## config.mk

```make
export PLATFORM = sky130hd
export DESIGN_NAME = fetch
export DESIGN_NICKNAME = d
export VERILOG_FILES = /design/src/rtl/fetch_pkg.sv /design/src/rtl/fetch_buffer.sv /design/src/rtl/fetch.sv
export SDC_FILE = /design/constraint.sdc
export NUM_CORES = 1
export LEC_CHECK = 0
export ABC_AREA = 1
export BUFFER_PORTS_ARGS = -buffer_cell sky130_fd_sc_hd__buf_2
export CAP_MARGIN = 10
export CORE_UTILIZATION = 55
export CTS_CLUSTER_SIZE = 40
export DETAILED_ROUTE_END_ITERATION = 7
export PLACE_DENSITY_LB_ADDON = 0.1
export SLEW_MARGIN = 15
export SYNTH_ARGS = -nofsm -noshare
export SYNTH_HDL_FRONTEND = slang
export SYNTH_SLANG_ARGS = --single-unit
export TNS_END_PERCENT = 100
```

## constraint.sdc

```tcl
create_clock -name clk -period 6.76 [get_ports clk]
set_input_delay 0.676 -clock clk [delete_from_list [all_inputs] [get_ports clk]]
set_output_delay 0.676 -clock clk [all_outputs]
set_load 0.005 [all_outputs]
```

## src/rtl/fetch_pkg.sv

```systemverilog
// Shared constants and types for the fetch stage and its neighbours in the core.
package fetch_pkg;

  localparam int          XLEN                 = 32;
  localparam int          ILEN                 = 32;
  localparam logic [31:0] NOP_INSTR            = 32'h0000_0013;
  localparam logic [31:0] DEFAULT_RESET_VECTOR = 32'h0000_0000;

  typedef enum logic [3:0] {
    ALU_ADD, ALU_SUB, ALU_SLL, ALU_SLT, ALU_SLTU,
    ALU_XOR, ALU_SRL, ALU_SRA, ALU_OR, ALU_AND
  } alu_op_e;

  typedef enum logic [1:0] {
    WRITE_SEL_ALU, WRITE_SEL_MEM, WRITE_SEL_PC4, WRITE_SEL_CSR
  } write_sel_e;

  typedef struct packed {
    logic [XLEN-1:0] pc;
    logic [ILEN-1:0] instr;
  } fetch_entry_t;

  function automatic logic [31:0] align_word(input logic [31:0] addr);
    return {addr[31:2], 2'b00};
  endfunction

endpackage

```

## src/rtl/fetch_buffer.sv

```systemverilog
// Small synchronous FIFO holding returned {pc, instr} pairs until decode takes them.
module fetch_buffer
  import fetch_pkg::*;
#(
  parameter int DEPTH = 2
) (
  input  logic                         clk,
  input  logic                         rst_n,
  input  logic                         flush_i,
  input  logic                         push_i,
  input  fetch_entry_t                 entry_i,
  input  logic                         pop_i,
  output logic [$clog2(DEPTH+1)-1:0]   count_o,
  output fetch_entry_t                 head_o
);

  localparam int AW = (DEPTH > 1) ? $clog2(DEPTH) : 1;
  localparam int CW = $clog2(DEPTH + 1);

  fetch_entry_t  mem_q [DEPTH];
  logic [AW-1:0] wr_q, rd_q;
  logic [CW-1:0] count_q;

  function automatic logic [AW-1:0] bump(input logic [AW-1:0] p);
    return (p == AW'(DEPTH - 1)) ? '0 : p + AW'(1);
  endfunction

  always_ff @(posedge clk or negedge rst_n) begin
    if (!rst_n) begin
      wr_q    <= '0;
      rd_q    <= '0;
      count_q <= '0;
    end else if (flush_i) begin
      wr_q    <= '0;
      rd_q    <= '0;
      count_q <= '0;
    end else begin
      if (push_i) wr_q <= bump(wr_q);
      if (pop_i)  rd_q <= bump(rd_q);
      count_q <= count_q + CW'(push_i) - CW'(pop_i);
    end
  end

  always_ff @(posedge clk) begin
    if (push_i && !flush_i) mem_q[wr_q] <= entry_i;
  end

  // Credit accounting upstream must make these impossible.
  always_ff @(posedge clk) begin
    if (rst_n && !flush_i) begin
      if (push_i && !pop_i) assert (count_q < CW'(DEPTH));
      if (pop_i) assert (count_q != '0);
    end
  end

  assign count_o = count_q;
  assign head_o  = mem_q[rd_q];

endmodule

```

## src/rtl/fetch.sv

```systemverilog
// Instruction fetch: PC generation, credit-limited imem requests, response
// pairing with PCs, stale-response dropping after redirects, decode output register.
module fetch
  import fetch_pkg::*;
#(
  parameter logic [31:0] RESET_VECTOR    = DEFAULT_RESET_VECTOR,
  parameter int          MAX_OUTSTANDING = 2
) (
  input  logic        clk,
  input  logic        rst_n,
  output logic        imem_req_valid,
  input  logic        imem_req_ready,
  output logic [31:0] imem_req_address,
  input  logic        imem_resp_valid,
  input  logic [31:0] imem_resp_data,
  input  logic        stall,
  input  logic        invalidate,
  input  logic        branch_taken,
  input  logic [31:0] branch_target,
  input  logic        trap_redirect,
  input  logic [31:0] trap_target,
  output logic [31:0] pc_out,
  output logic [31:0] next_pc_out,
  output logic [31:0] instruction_out,
  output logic        valid_out
);

  localparam int CW = $clog2(MAX_OUTSTANDING + 1);

  logic          redirect;
  logic [31:0]   target;
  logic          started_q;
  logic [31:0]   fetch_pc_q, fetch_pc_d, resp_pc_q, resp_pc_d;
  logic [CW-1:0] outstanding_q, outstanding_d, drop_q, drop_d, buf_count;
  logic [CW:0]   in_use;
  logic          req_fire, resp_keep, load, bypass, buf_push, buf_pop;
  fetch_entry_t  buf_head, resp_entry;
  logic          valid_q;
  logic [31:0]   pc_q, next_pc_q, instr_q;

  assign redirect = trap_redirect | branch_taken;
  assign target   = align_word(trap_redirect ? trap_target : branch_target);

  // Buffered words still hold credit until decode consumes them.
  assign in_use           = {1'b0, outstanding_q} + {1'b0, buf_count};
  assign imem_req_valid   = started_q & ~redirect & (in_use < (CW+1)'(MAX_OUTSTANDING));
  assign imem_req_address = fetch_pc_q;
  assign req_fire         = imem_req_valid & imem_req_ready;

  assign resp_keep  = imem_resp_valid & (drop_q == '0);
  assign resp_entry = {resp_pc_q, imem_resp_data};
  assign load       = ~redirect & ~stall & ~invalidate;
  assign buf_pop    = load & (buf_count != '0);
  assign bypass     = load & (buf_count == '0) & resp_keep;
  assign buf_push   = resp_keep & ~redirect & ~bypass;

  always_comb begin
    outstanding_d = outstanding_q + CW'(req_fire) - CW'(imem_resp_valid);
    fetch_pc_d    = fetch_pc_q;
    resp_pc_d     = resp_pc_q;
    drop_d        = drop_q;
    if (redirect) begin
      fetch_pc_d = target;
      resp_pc_d  = target;
      drop_d     = outstanding_d;
    end else begin
      if (req_fire)  fetch_pc_d = fetch_pc_q + 32'd4;
      if (resp_keep) resp_pc_d = resp_pc_q + 32'd4;
      else if (imem_resp_valid) drop_d = drop_q - CW'(1);
    end
  end

  always_ff @(posedge clk or negedge rst_n) begin
    if (!rst_n) begin
      started_q     <= 1'b0;
      fetch_pc_q    <= RESET_VECTOR;
      resp_pc_q     <= RESET_VECTOR;
      outstanding_q <= '0;
      drop_q        <= '0;
      valid_q       <= 1'b0;
      pc_q          <= '0;
      next_pc_q     <= '0;
      instr_q       <= NOP_INSTR;
    end else begin
      started_q     <= 1'b1;
      fetch_pc_q    <= fetch_pc_d;
      resp_pc_q     <= resp_pc_d;
      outstanding_q <= outstanding_d;
      drop_q        <= drop_d;
      if (redirect) begin
        valid_q <= 1'b0;
      end else if (!stall) begin
        if (buf_pop) begin
          valid_q   <= 1'b1;
          pc_q      <= buf_head.pc;
          next_pc_q <= buf_head.pc + 32'd4;
          instr_q   <= buf_head.instr;
        end else if (bypass) begin
          valid_q   <= 1'b1;
          pc_q      <= resp_pc_q;
          next_pc_q <= resp_pc_q + 32'd4;
          instr_q   <= imem_resp_data;
        end else begin
          valid_q <= 1'b0;
        end
      end
    end
  end

  fetch_buffer #(.DEPTH(MAX_OUTSTANDING)) u_buffer (
    .clk     (clk),
    .rst_n   (rst_n),
    .flush_i (redirect),
    .push_i  (buf_push),
    .entry_i (resp_entry),
    .pop_i   (buf_pop),
    .count_o (buf_count),
    .head_o  (buf_head)
  );

  assign pc_out          = pc_q;
  assign next_pc_out     = next_pc_q;
  assign instruction_out = instr_q;
  assign valid_out       = valid_q;

endmodule
```

After elaboration in Yosys (flattened, before gate mapping)
Memory sizes are Yosys's and may differ from the RTL's.
Index checks and enable logic that the tools add are counted.
{"block": "word_totals", "elab_cells": 83, "ram_bits": 128, "n_memories": 1, "out_inout_bits": 130, "inputBits": 104, "ff_bits": 170}
{"block": "op_classes", "n_reduce_logical": 13, "bitwise_logic": 16, "n_addsub": 11, "n_mux": 27, "n_eq_ne": 2, "order_cmp": 1}
{"memory": "u_buffer.mem_q", "words": 2, "word_bits": 64, "rd": 1, "rd_clocked_by_memory_dff": 0, "write_ports": 1, "line": "fetch_buffer.sv:20", "rtl": "fetch_entry_t mem_q [DEPTH];"}
{"operator": "$mux 32", "count": 11}
{"operator": "$add 32x3->32 const B", "count": 3}
{"operator": "$reduce_bool 2->1", "count": 7}
{"operator": "$mux 1", "count": 12}
{"operator": "$and 1x1->1", "count": 11}
{"operator": "$mux 2", "count": 4}
{"operator": "$add 2x1->2", "count": 2}
{"operator": "$logic_not 2->1", "count": 2}
{"operator": "$not 1->1", "count": 4}
{"operator": "$sub 2x1->2", "count": 2}
{"operator": "$add 2x2->3", "count": 1}
{"operator": "$lt 3x2->1 const B", "count": 1}
{"operator": "$reduce_and 3->1", "count": 1}
{"operator": "$add 1x1->1 const B", "count": 2}
{"operator": "$ne 2x1->1 const B", "count": 1}
{"operator": "$ne 2x2->1 const B", "count": 1}
{"operator": "$reduce_and 2->1", "count": 1}
{"operator": "$sub 2x1->2 const B", "count": 1}
{"operator": "$logic_and 1x1->1", "count": 1}
{"operator": "$logic_not 1->1", "count": 1}
{"operator": "$or 1x1->1", "count": 1}

Logic depth before layout (Yosys ltp)
Gate-level depths: netlist (run 1).
{"block": "logic_depth", "depth_word": 11, "mapped_depth": 15, "ltp_nobuf": 15}

Hierarchy
A second synthesis (run 1) with hierarchy kept.
{"block": "unflattened", "cells_unflattened": 1667, "hier_area_um2": 14824.2}
{"mod": "fetch", "seq_area_each_um2": 4007.6, "n_inst": 1, "area_each_um2": 9838.2, "cells_per_inst": 1441}
{"mod": "fetch_buffer", "seq_area_each_um2": 3943.8, "n_inst": 1, "area_each_um2": 4986.0, "cells_per_inst": 226}

Worst setup path after synthesis (run 1)
No wires, ideal clock.
{"block": "synth_path", "path_type": "in2reg", "startpoint": "input branch_taken", "endpoint": "memory u_buffer.mem_q[0][0] (netlist bit) (enable)", "n_path_buf": 1, "path_slack_ns": 2.338, "t_arrival_ns": 3.940, "stages": 6, "setup_ns": 0.482, "t_required_ns": 6.278, "path_cell_list": "buf_2 -> nor2_4 -> inv_2 -> nor2_2 -> o21ai_0 -> nor2_1"}
{"block": "synth_via", "elab_chain_len": 11, "word_cells_on_any_way": 13, "cone_classes": "mux (2); bitwise (9); reduce/logical (2)"}
{"element": "start: declaration", "line": "fetch.sv:18", "rtl": "input logic branch_taken,"}
{"element": "$or 1x1->1 *", "line": "fetch.sv:41", "rtl": "assign redirect = trap_redirect | branch_taken;"}
{"element": "$not 1->1 (no source line)"}
{"element": "$and 1x1->1 (2 in a row)", "line": "fetch.sv:52", "rtl": "assign load = ~redirect & ~stall & ~invalidate;"}
{"element": "$and 1x1->1 (2 in a row)", "line": "fetch.sv:54", "rtl": "assign bypass = load & (buf_count == '0) & resp_keep;"}
{"element": "$not 1->1", "line": "fetch.sv:55", "rtl": "assign buf_push = resp_keep & ~redirect & ~bypass;"}
{"element": "$and 1x1->1", "line": "fetch.sv:55"}
{"element": "$logic_and 1x1->1 *", "line": "fetch_buffer.sv:45", "rtl": "if (push_i && !flush_i) mem_q[wr_q] <= entry_i;"}
{"element": "$mux 1 *", "line": "fetch_buffer.sv:45"}
{"element": "$mux 1 (implied by the code) *", "line": "fetch_buffer.sv:45"}
{"element": "end: declaration", "line": "fetch_buffer.sv:20"}
Mark *: on every way between the ends. The rest lies on a longest branch, timed or not.

Worst setup path after layout (run 1)
{"block": "layout_path", "startpoint": "input trap_redirect", "endpoint": "register pc_q[14], in the netlist pc_out[14]"}
{"block": "layout_via", "elab_chain_len": 8, "word_cells_on_any_way": 10, "cone_classes": "mux (1); bitwise (7); reduce/logical (2)"}
{"element": "start: declaration", "line": "fetch.sv:20", "rtl": "input logic trap_redirect,"}
{"element": "$or 1x1->1 *", "line": "fetch.sv:41"}
{"element": "$not 1->1 (no source line) *"}
{"element": "$and 1x1->1 (2 in a row)", "line": "fetch.sv:52"}
{"element": "$and 1x1->1 (2 in a row)", "line": "fetch.sv:54"}
{"element": "$reduce_bool 2->1 (no source line)"}
{"element": "$reduce_and 3->1 (no source line)"}
{"element": "end signal: assignment", "line": "fetch.sv:95", "rtl": "pc_q <= buf_head.pc;"}
{"element": "end signal: assignment", "line": "fetch.sv:100", "rtl": "pc_q <= resp_pc_q;"}
{"element": "end: declaration", "line": "fetch.sv:39", "rtl": "logic [31:0] pc_q, next_pc_q, instr_q;"}
Marks and branches as above.
A chain may end at the register's enable or synchronous reset.

==> impl_metrics.csv, run 1 <==
group,metric,value,unit
outcome,status,"finished clean",
power,finalPower,5090,uW
floorplan,die_h,164,microns
synthesis,avgSynthCellArea,8.34,sq um
placed_design,gp_congestion,0.980,
critical_path,crit_buf_inv,7,
global_route,grt_pass1_vias,11900,
power,power_density,303,nW/um^2
detailed_routing,drtIter0Drc,1159,
synthesis,synth_cells,1735,
floorplan,pin_count,234,
placed_design,port_buffers,223,
layout,diodes,0,
critical_path,critPathCaptureType,"flip-flop",
critical_path,crit_path_frequent_cell,"buf_4",
critical_path,worstPathCellList,"buf_2, buf_4, nor2_4, buf_4, inv_2, nor2_2, nand2_2, nand2_2, buf_4, inv_2, buf_4, a221o_1",
timing,max_freq,0.264,GHz
power,vdd_drop_max,0.245,mV
timing,tightest_slew,1.05,ns
timing,period_share,56.0,%
power,power.leakage,0.00771,uW
clock_network,root_buffer,"clkbuf_16",
layout,area_growth,15.8,%
layout,finish.net_count,2041,
floorplan,core,25900,sq um
min_path,hold_path.class,"in -> async",
global_route,grt_pass1_wl,63.4,mm
clock_network,path_clk_slew,0.06,ns
detailed_routing,vias,12800,
critical_path,crit_arrival,4.22,ns
timing,setup_viol,0,
critical_path,worstReg2RegStart,"drop_q[0]",
detailed_routing,post_drt_wl_per_cell,17.6,microns
synthesis,syn-cell-area,14500,sq um
synthesis,synth_cell_type_count,47,
critical_path,cp_max_fo,55,
floorplan,start_util,55.9,%
critical_path,cpMaxStageDelayCell,"inv_2",
clock_network,cts_tree,"yes",
global_route,antenna_found_initial,0,
timing,slew_headroom,30.0,%
detailed_routing,final_antenna_net_count,0,
critical_path,crit_family,"buffers and inverters",
clock_network,cts-buffers-inserted,31,
clock_network,numClockSinks,286,
layout,post_route_cells_drive_above_1_share,17.1,%
detailed_routing,firstDrtPassIters,7,
placed_design,place_hpwl,27.9,mm
critical_path,reg2reg_slack,3.35,ns
floorplan,die_w,164,microns
critical_path,max_stage_delay,0.61,ns
timing,layout_min_cycle_time,3.79,ns
clock_network,insertion_delay,0.56,ns
run,cap_violations,0,
timing,rsz0062_at_grt,"false",
critical_path,worstPathRequired,7.20,ns
critical_path,reg2reg_to,"pc_out[14]",
layout,layout_commonest_cell,"nand2_1",
synthesis,yosys_warnings,0,
global_route,grt_max_degree,99,
layout,layout_common_cells,"491 x nand2_1, 273 x nor2_1, 222 x buf_2",
clock_network,post_cts_buffers,0,
floorplan,die_area,27000,sq um
timing,tns,0,ns
timing,fin_skew,0.0109,ns
detailed_routing,routed_wl,40.3,mm
clock_network,cts_max_path_buffers,3,
critical_path,crit_path_start_kind,"input port",
clock_network,htree_levels,1,
timing,maxSlewViolCount,0,
floorplan,rows,59,
timing,finalHoldViolations,0,
detailed_routing,drcViolationCount,0,
global_route,grt_usage,30.3,%
critical_path,crit_type,"in -> reg",
synthesis,synth_seq_cells,286,
global_route,grt_remaining_overflow,0,
detailed_routing,avgViaCountPerCell,5.61,
clock_network,holdBufCountCts,0,
critical_path,r2r_cells,10,
clock_network,ctsResizeCount,0,
synthesis,ys_seq_area_share,53.7,%
==> flip-flops by register name, summed over array words and instances, names as in the netlist, 2 cells and up <==
name              cells
u_buffer.count_o      2
instruction_out      32
resp_pc_q            30
next_pc_out          30
imem_req_address     30
drop_q                2
outstanding_q         2
u_buffer.mem_q      124
pc_out               30
==> layout make-up <==
cell class / count / area, sq um
flip-flops and latches: 286 / 7780
well taps: 335 / 419
fillers: 2212 / 9140
clock buffers: 44 / 887
repair buffers: 236 / 1220
clock inverters: 13 / 123
multi-input cells: 1251 / 5880
inverters: 122 / 460
==> per-stage QoR <==
| stage | area, sq um | std cells | utilization [%] | hold slack [ns] | setup WS [ns] |
|---|---|---|---|---|---|
| global placement | 15800 | 2230 | 60.8 | 0.456 | 2.43 |
| global route | 16800 | 2287 | 64.7 | 0.303 | 2.75 |
| CTS | 16800 | 2287 | 64.7 | 0.273 | 2.98 |
| detailed placement | 15800 | 2230 | 60.8 | 0.461 | 2.40 |
| finish | 16800 | 2287 | 64.7 | 0.238 | 2.97 |
| floorplan | 14500 | 1740 | - | 0.380 | 2.34 |
==> worst reg2reg max path: cells and delay by family, from the launching register on <==
family	cells	cell delay [ns]
flip-flops	1	0.39
AO/OA/AOI/OAI	1	0.37
buffers and inverters	4	1.70
AND/OR/NAND/NOR	4	0.66
adder cells (fa/ha/maj)	1	0.16
==> kinds of logic after synthesis <==
logic type	after synthesis	share of synthesized area [%]
fa+ha+maj	9	0.830
xor+xnor	33	2.00
simple gates	922	26.2
other cells	2	0.0519
compound gates	280	11.3
buf+inv	203	5.91
flops	286	53.7
==> power by group <==
part | total (uW) | internal (uW) | switching [uW] | leakage, uW
Sequential | 2420 | 2160 | 266 | 0.00315
Clock | 1670 | 988 | 686 | 0.000496
Combinational | 990 | 437 | 553 | 0.00406
Total | 5090 | 3580 | 1510 | 0.00771
==> cells in the mapped netlist (all sizes together) <==
library cell / number / area share (%)
a21oi: 54 / 1.9
a221o: 8 / 0.55
a31oi: 37 / 1.6
a41oi: 3 / 0.18
and2: 2 / 0.086
buf: 47 / 1.8
clkbuf: 34 / 0.88
clkinv: 1 / 0.026
conb: 2 / 0.052
dfrtp: 159 / 27
dfstp: 3 / 0.54
edfxtp: 124 / 26
fa: 1 / 0.14
ha: 8 / 0.69
inv: 121 / 3.2
nand2: 508 / 13
nand3: 74 / 2.6
nand3b: 1 / 0.052
nand4: 21 / 0.91
nor2: 289 / 7.9
nor3: 21 / 0.84
nor3b: 1 / 0.052
nor4: 1 / 0.043
o211ai: 32 / 1.7
o21a: 1 / 0.052
o21ai: 128 / 4.5
o21bai: 1 / 0.052
o221ai: 10 / 0.60
o22ai: 3 / 0.13
o31ai: 2 / 0.10
o32ai: 1 / 0.061
or2: 4 / 0.17
xnor2: 7 / 0.42
xor2: 26 / 1.6
==> routing by layer <==
| layer | track usage [%] | vias up | share of wire (%) |
|---|---|---|---|
| met5 | 0 | - | 0 |
| met2 | 48.7 | 565 | 46 |
| met4 | 11.3 | 0 | 3.6 |
| li1 | - | 6144 | - |
| met3 | 3.94 | 82 | 7.3 |
| met1 | 42.0 | 6046 | 43 |
==> worst max path at each step <==
stage	start	end	slack [ns]	depth (start not counted)
finish	trap_redirect	pc_out[14]	2.97	12
detailed placement	trap_redirect	pc_out[7]	2.40	12
CTS	trap_redirect	pc_out[14]	2.98	12
floorplan	branch_taken	u_buffer.mem_q[0][0]	2.34	6
global route	trap_redirect	pc_out[14]	2.75	12
global placement	trap_redirect	pc_out[9]	2.43	12
No activity file was read; power rests on OpenSTA's default activity.
==> run 2: changes to the inputs <==
clock period = 3.8 ns   (was 6.76 ns; I/O delays follow)
==> run 2 against run 1 <==
Clock skew up 0.0039 ns. Sequential share of layout area shrank 0.41 points. Combinational power grew 78%. Power grew 81%. Clock power increased by 89%. First-iteration DRC count fell by 15%. Final cell count grew 0.17%. Non-clock buffer count up 4. Count of clock-buffer cells in the layout is 1 lower. Worst hold slack worse by 0.21 ns. Highest routed layer unchanged. Design area grew 0.89%. Global-route usage fell by 0.52 points.
==> impl_metrics.csv, run 2 (same netlist as run 1, synthesis figures left out) <==
group,metric,value,unit
timing,period_share,79.8,%
min_path,whs_endpoint,"u_buffer.mem_q[1][16]",
layout,diodes,0,
timing,setup_slack,0.768,ns
global_route,antenna_found_initial,0,
layout,finish.net_count,2045,
outcome,status,"finished clean",
global_route,grt_max_degree,73,
clock_network,cts-buffers-inserted,31,
layout,top_register,"u_buffer.mem_q",
floorplan,core,25900,sq um
min_path,hold_start,"imem_resp_data[16]",
timing,slew_headroom,22.6,%
clock_network,post_cts_buffers,0,
global_route,grt_pass1_wl,62.0,mm
clock_network,ctsResizeCount,0,
floorplan,die_h,164,microns
clock_network,insertion_delay,0.56,ns
global_route,grt_usage,29.8,%
global_route,grt_pass1_vias,11600,
critical_path,crit_type,"reg -> reg",
critical_path,r2r_cells,13,
placed_design,gp_congestion,0.940,
floorplan,rows,59,
critical_path,reg2reg_slack,0.77,ns
timing,rsz0062_at_grt,"false",
layout,layout_common_cells,"491 x nand2_1, 273 x nor2_1, 222 x buf_2",
critical_path,worstPathCellList,"buf_4, o21ai_1, inv_1, ha_1, nand3_1, nor2_2, nand3_2, nor2_1, nand3_1, nand2_1, nand2_1, nor2_1, nor2_1",
critical_path,worstPathRequired,4.25,ns
critical_path,critPathCaptureType,"flip-flop",
power,power_density,545,nW/um^2
floorplan,die_w,164,microns
timing,setup_viol,0,
critical_path,worstReg2RegStart,"u_buffer.rd_q",
layout,layout_commonest_cell,"nand2_1",
detailed_routing,post_drt_wl_per_cell,17.5,microns
detailed_routing,vias,12600,
timing,fin_skew,0.0148,ns
clock_network,cts_tree,"yes",
placed_design,pre_cts_slack,0.813,ns
clock_network,path_clk_slew,0.06,ns
floorplan,die_area,27000,sq um
placed_design,place_hpwl,27.4,mm
detailed_routing,firstDrtPassIters,5,
clock_network,numClockSinks,286,
timing,layout_min_cycle_time,3.03,ns
power,vdd_drop_max,0.373,mV
critical_path,crit_arrival,3.48,ns
clock_network,root_buffer,"clkbuf_16",
critical_path,max_stage_delay,0.65,ns
placed_design,port_buffers,223,
layout,post_route_cells_drive_above_1_share,17.5,%
timing,maxSlewViolCount,0,
timing,max_freq,0.330,GHz
detailed_routing,drcViolationCount,0,
critical_path,crit_path_frequent_cell,"nor2_1",
critical_path,reg2reg_to,"next_pc_out[30]",
min_path,hold_path.class,"in -> reg",
timing,tightest_slew,1.16,ns
detailed_routing,drtIter0Drc,980,
critical_path,crit_path_start_kind,"flip-flop",
floorplan,start_util,55.9,%
timing,finalHoldViolations,0,
critical_path,crit_family,"simple AND/OR/NAND/NOR gates",
detailed_routing,routed_wl,40.0,mm
layout,final_area,16900,sq um
detailed_routing,final_antenna_net_count,0,
critical_path,cp_max_fo,67,
run,cap_violations,0,
detailed_routing,avgViaCountPerCell,5.51,
floorplan,pin_count,234,
critical_path,crit_buf_inv,2,
clock_network,holdBufCountCts,1,
global_route,grt_remaining_overflow,0,
clock_network,htree_levels,1,
clock_network,cts_max_path_buffers,3,
min_path,whs_path_depth,1,
critical_path,cpMaxStageDelayCell,"buf_4",
power,power.leakage,0.00777,uW
layout,area_growth,16.9,%
layout,largest_reg_flops,124,
placed_design,place_area,15800,sq um
[run 2: changes by cell type in the layout (fill, tap and decap cells not counted), sizes merged]
cell / delta
buf: +3
bufinv: +2
clkinv: -2
clkbuf: -1
dlygate4sd3: +1
inv: +1
[run 2: worst max path at each step]
| stage | startpoint | to | cells past startpoint |
|---|---|---|---|
| after global routing | u_buffer.rd_q | next_pc_out[30] | 13 |
| final | u_buffer.rd_q | next_pc_out[30] | 13 |
| after floorplan | branch_taken | u_buffer.mem_q[0][0] | 6 |
| after CTS | u_buffer.rd_q | next_pc_out[30] | 13 |
| after detailed placement | u_buffer.rd_q | next_pc_out[30] | 13 |
| after global placement | u_buffer.rd_q | next_pc_out[30] | 13 |
[run 2: cell type report]
type | count | area [sq um]
Clock buffer | 43 | 891
Clock inverter | 14 | 185
Fill cell | 2218 | 8990
Inverter | 122 | 460
Multi-Input combinational cell | 1251 | 5880
Sequential cell | 286 | 7780
Tap cell | 335 | 419
Timing Repair Buffer | 240 | 1300
[run 2: stage by stage]
stage / hold WS, ns / power (uW) / setup TNS (ns) / util, % / cells
after floorplan: 0.0844 / 5180 / -40.45 / - / 1740
after global placement: 0.456 / 6060 / 0 / 61.1 / 2233
after detailed placement: 0.456 / 6110 / 0 / 61.1 / 2233
after CTS: 0.0146 / 9270 / 0 / 65.3 / 2291
after global routing: 0.0169 / 9700 / 0 / 65.3 / 2291
final: 0.0294 / 9220 / 0 / 65.3 / 2291
[run 2: routing by layer]
layer | global-route usage (%) | part of all wire, %
met1 | 40.8 | 43
met2 | 47.7 | 46
met3 | 4.49 | 7.0
met4 | 11.7 | 3.8
met5 | 0 | 0
[run 2: power breakdown]
| part | internal (uW) | switching, uW | leakage (uW) |
|---|---|---|---|
| logic | 782 | 975 | 0.00409 |
| clock network | 1910 | 1240 | 0.000531 |
| registers | 3840 | 477 | 0.00315 |
